### src/rtl/gs_multiplex_sequencer.sv
// Grayscale shift sequencer for the multiplexed LED driver chain.
// Walks color/LED/bit-plane/row counters on SCLK rising edges and drives row enables and latch strobes.
module gs_multiplex_sequencer #(
    parameter int unsigned NB_ANGLES         = 128,
    parameter int unsigned NB_LEDS_PER_GROUP = 16,
    parameter int unsigned NB_COLORS         = 3,
    parameter int unsigned NB_BITS           = 10,
    parameter int unsigned NB_ROWS           = 4,
    localparam int unsigned AW = $clog2(NB_ANGLES),
    localparam int unsigned CW = (NB_COLORS > 1) ? $clog2(NB_COLORS) : 1,
    localparam int unsigned LW = $clog2(NB_LEDS_PER_GROUP),
    localparam int unsigned BW = $clog2(NB_BITS)
) (
    input  logic               clk,
    input  logic               rst_n,
    input  logic               SCLK,
    input  logic [AW-1:0]      angle,
    input  logic               FC_en,
    output logic [CW-1:0]      color,
    output logic [LW-1:0]      led,
    output logic [BW-1:0]      bit_sel,
    output logic [NB_ROWS-1:0] row_en,
    output logic               LAT,
    output logic               LATGS,
    output logic               busy,
    output logic               frame_done
);

    localparam int unsigned RW = (NB_ROWS > 1) ? $clog2(NB_ROWS) : 1;
    localparam logic [NB_ROWS-1:0] ROW_ONE = NB_ROWS'(1);

    typedef enum logic [1:0] {
        ST_INIT    = 2'd0,
        ST_DISPLAY = 2'd1,
        ST_FINISH  = 2'd2
    } state_t;

    state_t         r_state;
    logic [CW-1:0]  r_color;
    logic [LW-1:0]  r_led;
    logic [BW-1:0]  r_bit;
    logic [RW-1:0]  r_row;
    logic           r_prev_sclk;
    logic [AW-1:0]  r_prev_angle;
    logic           r_frame_done;

    logic w_sclk_edge;
    logic w_restart;
    logic w_end_color;
    logic w_end_led;
    logic w_end_bit;
    logic w_advance;
    logic w_end_phase;
    logic w_active;

    assign w_sclk_edge = SCLK & ~r_prev_sclk;
    assign w_restart   = FC_en | (angle != r_prev_angle);
    assign w_end_color = (r_color == CW'(NB_COLORS - 1));
    assign w_end_led   = (r_led == LW'(NB_LEDS_PER_GROUP - 1));
    assign w_end_bit   = (r_bit == '0);
    assign w_active    = (r_state != ST_FINISH);
    assign w_advance   = w_sclk_edge & ~w_restart & w_active;
    assign w_end_phase = w_advance & w_end_color & w_end_led & w_end_bit;

    // Restart beats a coincident SCLK edge; FINISH holds every counter until restart.
    always_ff @(posedge clk or negedge rst_n) begin
        if (!rst_n) begin
            r_state      <= ST_INIT;
            r_color      <= '0;
            r_led        <= '0;
            r_bit        <= BW'(NB_BITS - 1);
            r_row        <= '0;
            r_prev_sclk  <= 1'b0;
            r_prev_angle <= '0;
            r_frame_done <= 1'b0;
        end else begin
            r_prev_sclk  <= SCLK;
            r_prev_angle <= angle;
            r_frame_done <= 1'b0;
            if (w_restart) begin
                r_state <= ST_INIT;
                r_color <= '0;
                r_led   <= '0;
                r_bit   <= BW'(NB_BITS - 1);
                r_row   <= '0;
            end else if (w_advance) begin
                r_color <= w_end_color ? '0 : r_color + CW'(1);
                if (w_end_color) begin
                    r_led <= w_end_led ? '0 : r_led + LW'(1);
                end
                if (w_end_color && w_end_led) begin
                    r_bit <= w_end_bit ? BW'(NB_BITS - 1) : r_bit - BW'(1);
                end
                if (w_end_phase) begin
                    case (r_state)
                        ST_INIT: begin
                            r_state <= ST_DISPLAY;
                            r_row   <= '0;
                        end
                        ST_DISPLAY: begin
                            if (r_row == RW'(NB_ROWS - 1)) begin
                                r_state      <= ST_FINISH;
                                r_frame_done <= 1'b1;
                            end else begin
                                r_row <= r_row + RW'(1);
                            end
                        end
                        default: r_state <= r_state;
                    endcase
                end
            end
        end
    end

    // Output decode straight from registers.
    assign color      = r_color;
    assign led        = r_led;
    assign bit_sel    = r_bit;
    assign row_en     = (r_state == ST_DISPLAY) ? (ROW_ONE << r_row) : '0;
    assign LAT        = w_end_led & w_end_color & w_active;
    assign LATGS      = LAT & w_end_bit;
    assign busy       = w_active;
    assign frame_done = r_frame_done;

endmodule

### config.mk
export PLATFORM = sky130hd
export DESIGN_NAME = gs_multiplex_sequencer
export DESIGN_NICKNAME = d
export VERILOG_FILES = /design/src/rtl/gs_multiplex_sequencer.sv
export SDC_FILE = /design/constraint.sdc
export NUM_CORES = 1
export LEC_CHECK = 0
export CAP_MARGIN = 15
export CORE_MARGIN = 2
export CORE_UTILIZATION = 37
export DETAILED_ROUTE_END_ITERATION = 8
export DONT_BUFFER_PORTS = 1
export PLACE_DENSITY_LB_ADDON = 0.15
export SLEW_MARGIN = 20
export SYNTH_ARGS = -nofsm -noshare
export SYNTH_HDL_FRONTEND = slang
export SYNTH_SLANG_ARGS = --single-unit
### constraint.sdc
create_clock -name clk -period 3.1 [get_ports clk]
set_input_delay 0.465 -clock clk [delete_from_list [all_inputs] [get_ports clk]]
set_output_delay 0.465 -clock clk [all_outputs]
set_load 0.005 [all_outputs]
# --- Yosys cells after proc, flatten, opt, wreduce, memory -nomap -nowiden ---
# Index checks and enable logic that the tools add are counted.
classes:
  n_eq_ne: 8
  shift: 1
  bitwise: 12
  mux: 27
  n_reduce_logical: 12
  add_sub_neg: 4
ops:
  columns: ["operator", "count"]
  rows:
  - ["4-bit two-way mux", 9]
  - ["2-bit two-way mux", 11]
  - ["1-bit bitwise AND", 9]
  - ["2-bit one-hot mux with 2 select lines", 2]
  - ["4-bit AND reduction", 2]
  - ["2-bit nonzero test", 4]
  - ["7-bit inequality test", 1]
  - ["3-bit inequality test (second input constant)", 2]
  - ["1-bit two-way mux", 5]
  - ["2-bit by 1-bit adder with 2-bit output (second input constant)", 2]
  - ["4-bit by 1-bit adder with 4-bit output (second input constant)", 1]
  - ["2-bit == test (second input constant)", 2]
  - ["4-bit == test (second input constant)", 1]
  - ["4-bit zero test", 1]
  - ["2-bit AND reduction", 2]
  - ["1-bit by 2-bit << shifter with 4-bit output (first input constant)", 1]
  - ["4-bit by 1-bit subtractor with 4-bit output (second input constant)", 1]
  - ["3-bit nonzero test", 1]
  - ["2-bit by 1-bit == test with 1-bit output (second input constant)", 1]
  - ["2-bit zero test", 1]
  - ["2-bit inequality test (second input constant)", 1]
  - ["1-bit inverter", 2]
  - ["1-bit logical AND", 1]
  - ["1-bit bitwise OR", 1]
word_totals:
  out_inout_bits: 18
  reg_bits: 23
  in_bits: 11
  elab_cells: 72

# --- Depth between registers and ports, before layout ---
logic_depth:
  ltp_word: 11
  depth_mapped: 6
  depth_no_buf: 6

# --- Least setup slack after synthesis ---
# OpenSTA, ideal clock, no wires.
synth_path:
  path_kind: "register -> output"
  startpoint: "register r_bit[0] (netlist: bit_sel[0])"
  endpoint: "output LATGS"
  t_required_ps: 2635
  path_stages_with_launch: 7
  path_buffers: 0
  slack_ps: 1358
  t_arrival_ps: 1277
  path_cell_list: "dfstp_2 inv_1 ha_1 nor3b_2 and3_1 nand2_1 inv_1"
synth_via:
  elab_chain_cells: 2
synth_lines:
  columns: ["item", "line", "rtl"]
  rows:
  - ["start: declaration", "41", "logic [BW-1:0] r_bit;"]
  - ["start signal: assignment", "71", "r_bit <= BW'(NB_BITS - 1);"]
  - ["start signal: assignment", "84", "r_bit <= BW'(NB_BITS - 1);"]
  - ["start signal: assignment", "92", "r_bit <= w_end_bit ? BW'(NB_BITS - 1) : r_bit - BW'(1);"]
  - ["4-bit zero test", "60", "assign w_end_bit = (r_bit == '0);"]
  - ["1-bit bitwise AND", "121", "assign LATGS = LAT & w_end_bit;"]
  - ["end: declaration", "24", "output logic LATGS,"]
# No other way between the ends.

# --- Worst setup path after layout ---
# Same ends and word-level chain as after synthesis.

==> impl_results.md <==
- Status: completed
- Internal power: 0.362 mW
- Vias per cell: 5.11
- CP endpoint kind: output port
- Tcrit/Tclk final: 70.5%
- Multi-input logic area: 583 µm²
- CP dominant cell by count: inv_1
- Post-synth top flop: dfrtp_1
- CP bufs+invs: 2
- TritonCTS Sinks: 23
- Critical path arrival: 1.72 ns
- Worst EP required: 2.63 ns
- First-pass GRT wire length: 3.76 mm
- Clk buf depth: 2
- Fmax: 0.458 GHz
- Cell area after synthesis: 0.00120 mm²
- Critical Path Fanout Max: 5
- Final hold slack: 0.110 ns
- Hold crit path type: in2async
- Final slew viol count: 0
- Worst R2R Path Depth: 6
- Clk_skew: 0.00214 ns
- # Max-Cap Violations: 0
- Crit path largest cell delay: 0.59 ns
- Syn. warnings: 0
- Pin count of the biggest net entering global routing: 24
- Nets: 140
- Most common cell after layout, fill and taps aside: dfrtp_1
- Initial antenna violation count: 0
- Avg Cell Area, Syn: 10.2 µm²
- Seq/Total Area, Yosys: 48.2%
- Total CTS buffers: 3
- Worst Setup EP: LATGS
- RSZ-0062 raised after global routing: false
- CP Depth: 6
- Final setup TNS: 0 ns
- Net Sw Frac: 22.1%
- Rel. slew slack: 63.8%
- FF-to-FF End: r_state[0]$_DFFE_PN0P_
- Final wirelength: 2.25 mm
- Layout cells sized above 1: 10.7%
- Register Area: 578 µm²
- Wire per inst: 13.6 µm
- Die width: 60.9 µm
- R2r startpoint: bit_sel[0]$_DFFE_PN1P_
- Vias in the first global route: 885
- Final setup fails: 0
- Mapped Cells: 118
- Post-layout util: 41.4%
- Setup CP Type: reg2out
- Synth async-reset ratio: 100%
- Power Dens Cells: 365 mW/mm²
- DRC viols: 0
- Flop2flop setup slack: 1.41 ns
- Clock-pin transition on the worst setup and hold timing paths: 0.13 ns
- Clk Latency, worst-skew pair: 0.30 ns
- Area Overhead vs Synth: 6.15%
- Std cell rows: 20
- Logic pwr share: 3.8%
- Reg power frac: 66.3%
- Slowest cell on the critical path: dfstp_2
- Final Cell Area: 0.00127 mm²
- GR Util All Layers: 13.5%
- Final Hold Fails: 0
- Synth cell types: 35
- Cell chain of the critical path: inv_1, ha_1, nor3b_2, and3_1, nand2_1, inv_1
- CP Launch Type: flop
- NetSw: 0.103 mW
- Worst Tran Pin Value: 0.542 ns
- Die area: 0.00371 mm²
- H-Tree Depth: 1
- Most frequent cells in the layout: dfrtp_1, nor2_1, nand2_1
- Initial Util: 39.0%
- Synthesized Nets: 136
- Register bit total from synthesis: 23
- Core Box Area: 0.00308 mm²
- Area post-placement: 0.00124 mm²
- Ant. Diodes: 0
- Global placer's final weighted congestion: 0.783
- Min Tclk post-route: 2.18 ns
- Die height: 60.9 µm
- Clk pwr share: 29.9%
- Via count: 843
- Filler cells: 311
- VDD IR max: 0.182 mV
- Cell family with the largest share of critical-path delay: flip-flops
- Grt total ovfl: 0
- DRT antenna net count: 0
- Placed wire-length estimate: 1.72 mm
- First-iteration detailed-routing DRC count: 23
- Static Leak: 0.556 nW
- Port Buf Inserts: 0
- Post-synth EDFFs: 0
- Router iterations before antenna repair: 4
- CTS tree: yes
- I/O pin cnt: 29
- Worst Setup SP: bit_sel[0]$_DFFE_PN1P_
- Root Buffer Master: clkbuf_4
[routing by layer]
metal	global-route usage, %	vias up	wire length, µm
met2	22.3	24	1100
met3	3.41	4	139
met5	0	-	0
met1	17.1	405	985
li1	-	410	-
met4	4.66	0	23
[what timing repair did]
action,in CTS,in global routing
endpoints found under the hold margin,23,0
setup buffers,0,0
resized for setup,0,0
hold buffers,1,0
[worst reg2reg max path: stages (launching register included)]
cell and delay (ns):
dfstp_2 0.59, inv_1 0.07, ha_1 0.21, nor3b_2 0.19, and4_1 0.24, and3_1 0.19, nor3_1 0.12
[final cells by class]
cell class / instances / share of cell area, %
Tap cell: 44 / 4.32
Clock buffer: 4 / 2.06
Multi-Input combinational cell: 86 / 45.8
Inverter: 7 / 2.06
Sequential cell: 23 / 45.4
Timing Repair Buffer: 1 / 0.393
[registers in the layout, indices dropped and copies added (netlist names)]
register / flops
r_state: 2
r_prev_angle: 7
bit_sel: 4
frame_done: 1
r_prev_sclk: 1
r_row: 2
color: 2
led: 4
[how the worst min path moves through the flow]
stage,cells past startpoint,end,from
finish,1,r_prev_angle[1]$_DFF_PN0_,rst_n
detailed placement,0,r_prev_angle[1]$_DFF_PN0_,rst_n
global route,1,r_prev_angle[1]$_DFF_PN0_,rst_n
global placement,0,r_prev_angle[1]$_DFF_PN0_,rst_n
floorplan,0,bit_sel[1]$_DFFE_PN0P_,rst_n
CTS,0,r_prev_angle[3]$_DFF_PN0_,angle[3]
[synth_stat cells (all sizes together), types with 2 or more instances]
library cell / instances / area share, %
inv: 7 / 2.2
and3: 4 / 2.5
nor3b: 2 / 1.7
mux2i: 2 / 1.7
nor3: 2 / 0.83
or3: 3 / 1.6
o21ai: 5 / 2.1
nor2b: 3 / 2.4
nor4: 3 / 1.6
nand4: 4 / 2.1
xor2: 8 / 5.8
nand2: 10 / 3.1
and2: 4 / 2.1
dfstp: 2 / 4.4
nand3: 2 / 1.3
and4: 2 / 1.5
buf: 2 / 1.0
dfrtp: 21 / 44
nor2: 11 / 3.4
ha: 7 / 7.3
a21oi: 7 / 2.9
[power by group through the flow]
stage / registers (mW) / logic, mW / clock network [mW]
2_1_floorplan: 0.313 / 0.00990 / 0
3_3_place_gp: 0.313 / 0.0116 / 0
3_5_place_dp: 0.314 / 0.0117 / 0
4_1_cts: 0.308 / 0.0190 / 0.146
5_1_grt: 0.309 / 0.0204 / 0.161
6_report: 0.308 / 0.0178 / 0.139
[cell families (layout without fill, tap and decap cells)]
logic type / count (synthesis) / count (layout) / synth area share (%)
multiplexers: 2 / 2 / 1.67
buffers and inverters: 9 / 12 / 3.23
adder cells (fa/ha/maj): 7 / 7 / 7.30
flip-flops: 23 / 23 / 48.2
AND/OR/NAND/NOR: 53 / 53 / 26.1
XOR/XNOR: 8 / 8 / 5.84
AO/OA/AOI/OAI: 16 / 16 / 7.72
[through the flow]
| stage | total power, mW | cells | setup slack [ns] |
|---|---|---|---|
| after floorplan | 0.323 | 118 | 1.36 |
| after global placement | 0.325 | 160 | 1.30 |
| after detailed placement | 0.325 | 160 | 1.26 |
| after CTS | 0.473 | 165 | 0.900 |
| after global routing | 0.489 | 165 | 0.774 |
| final | 0.464 | 165 | 0.915 |
No activity file was read; power rests on OpenSTA's default activity.
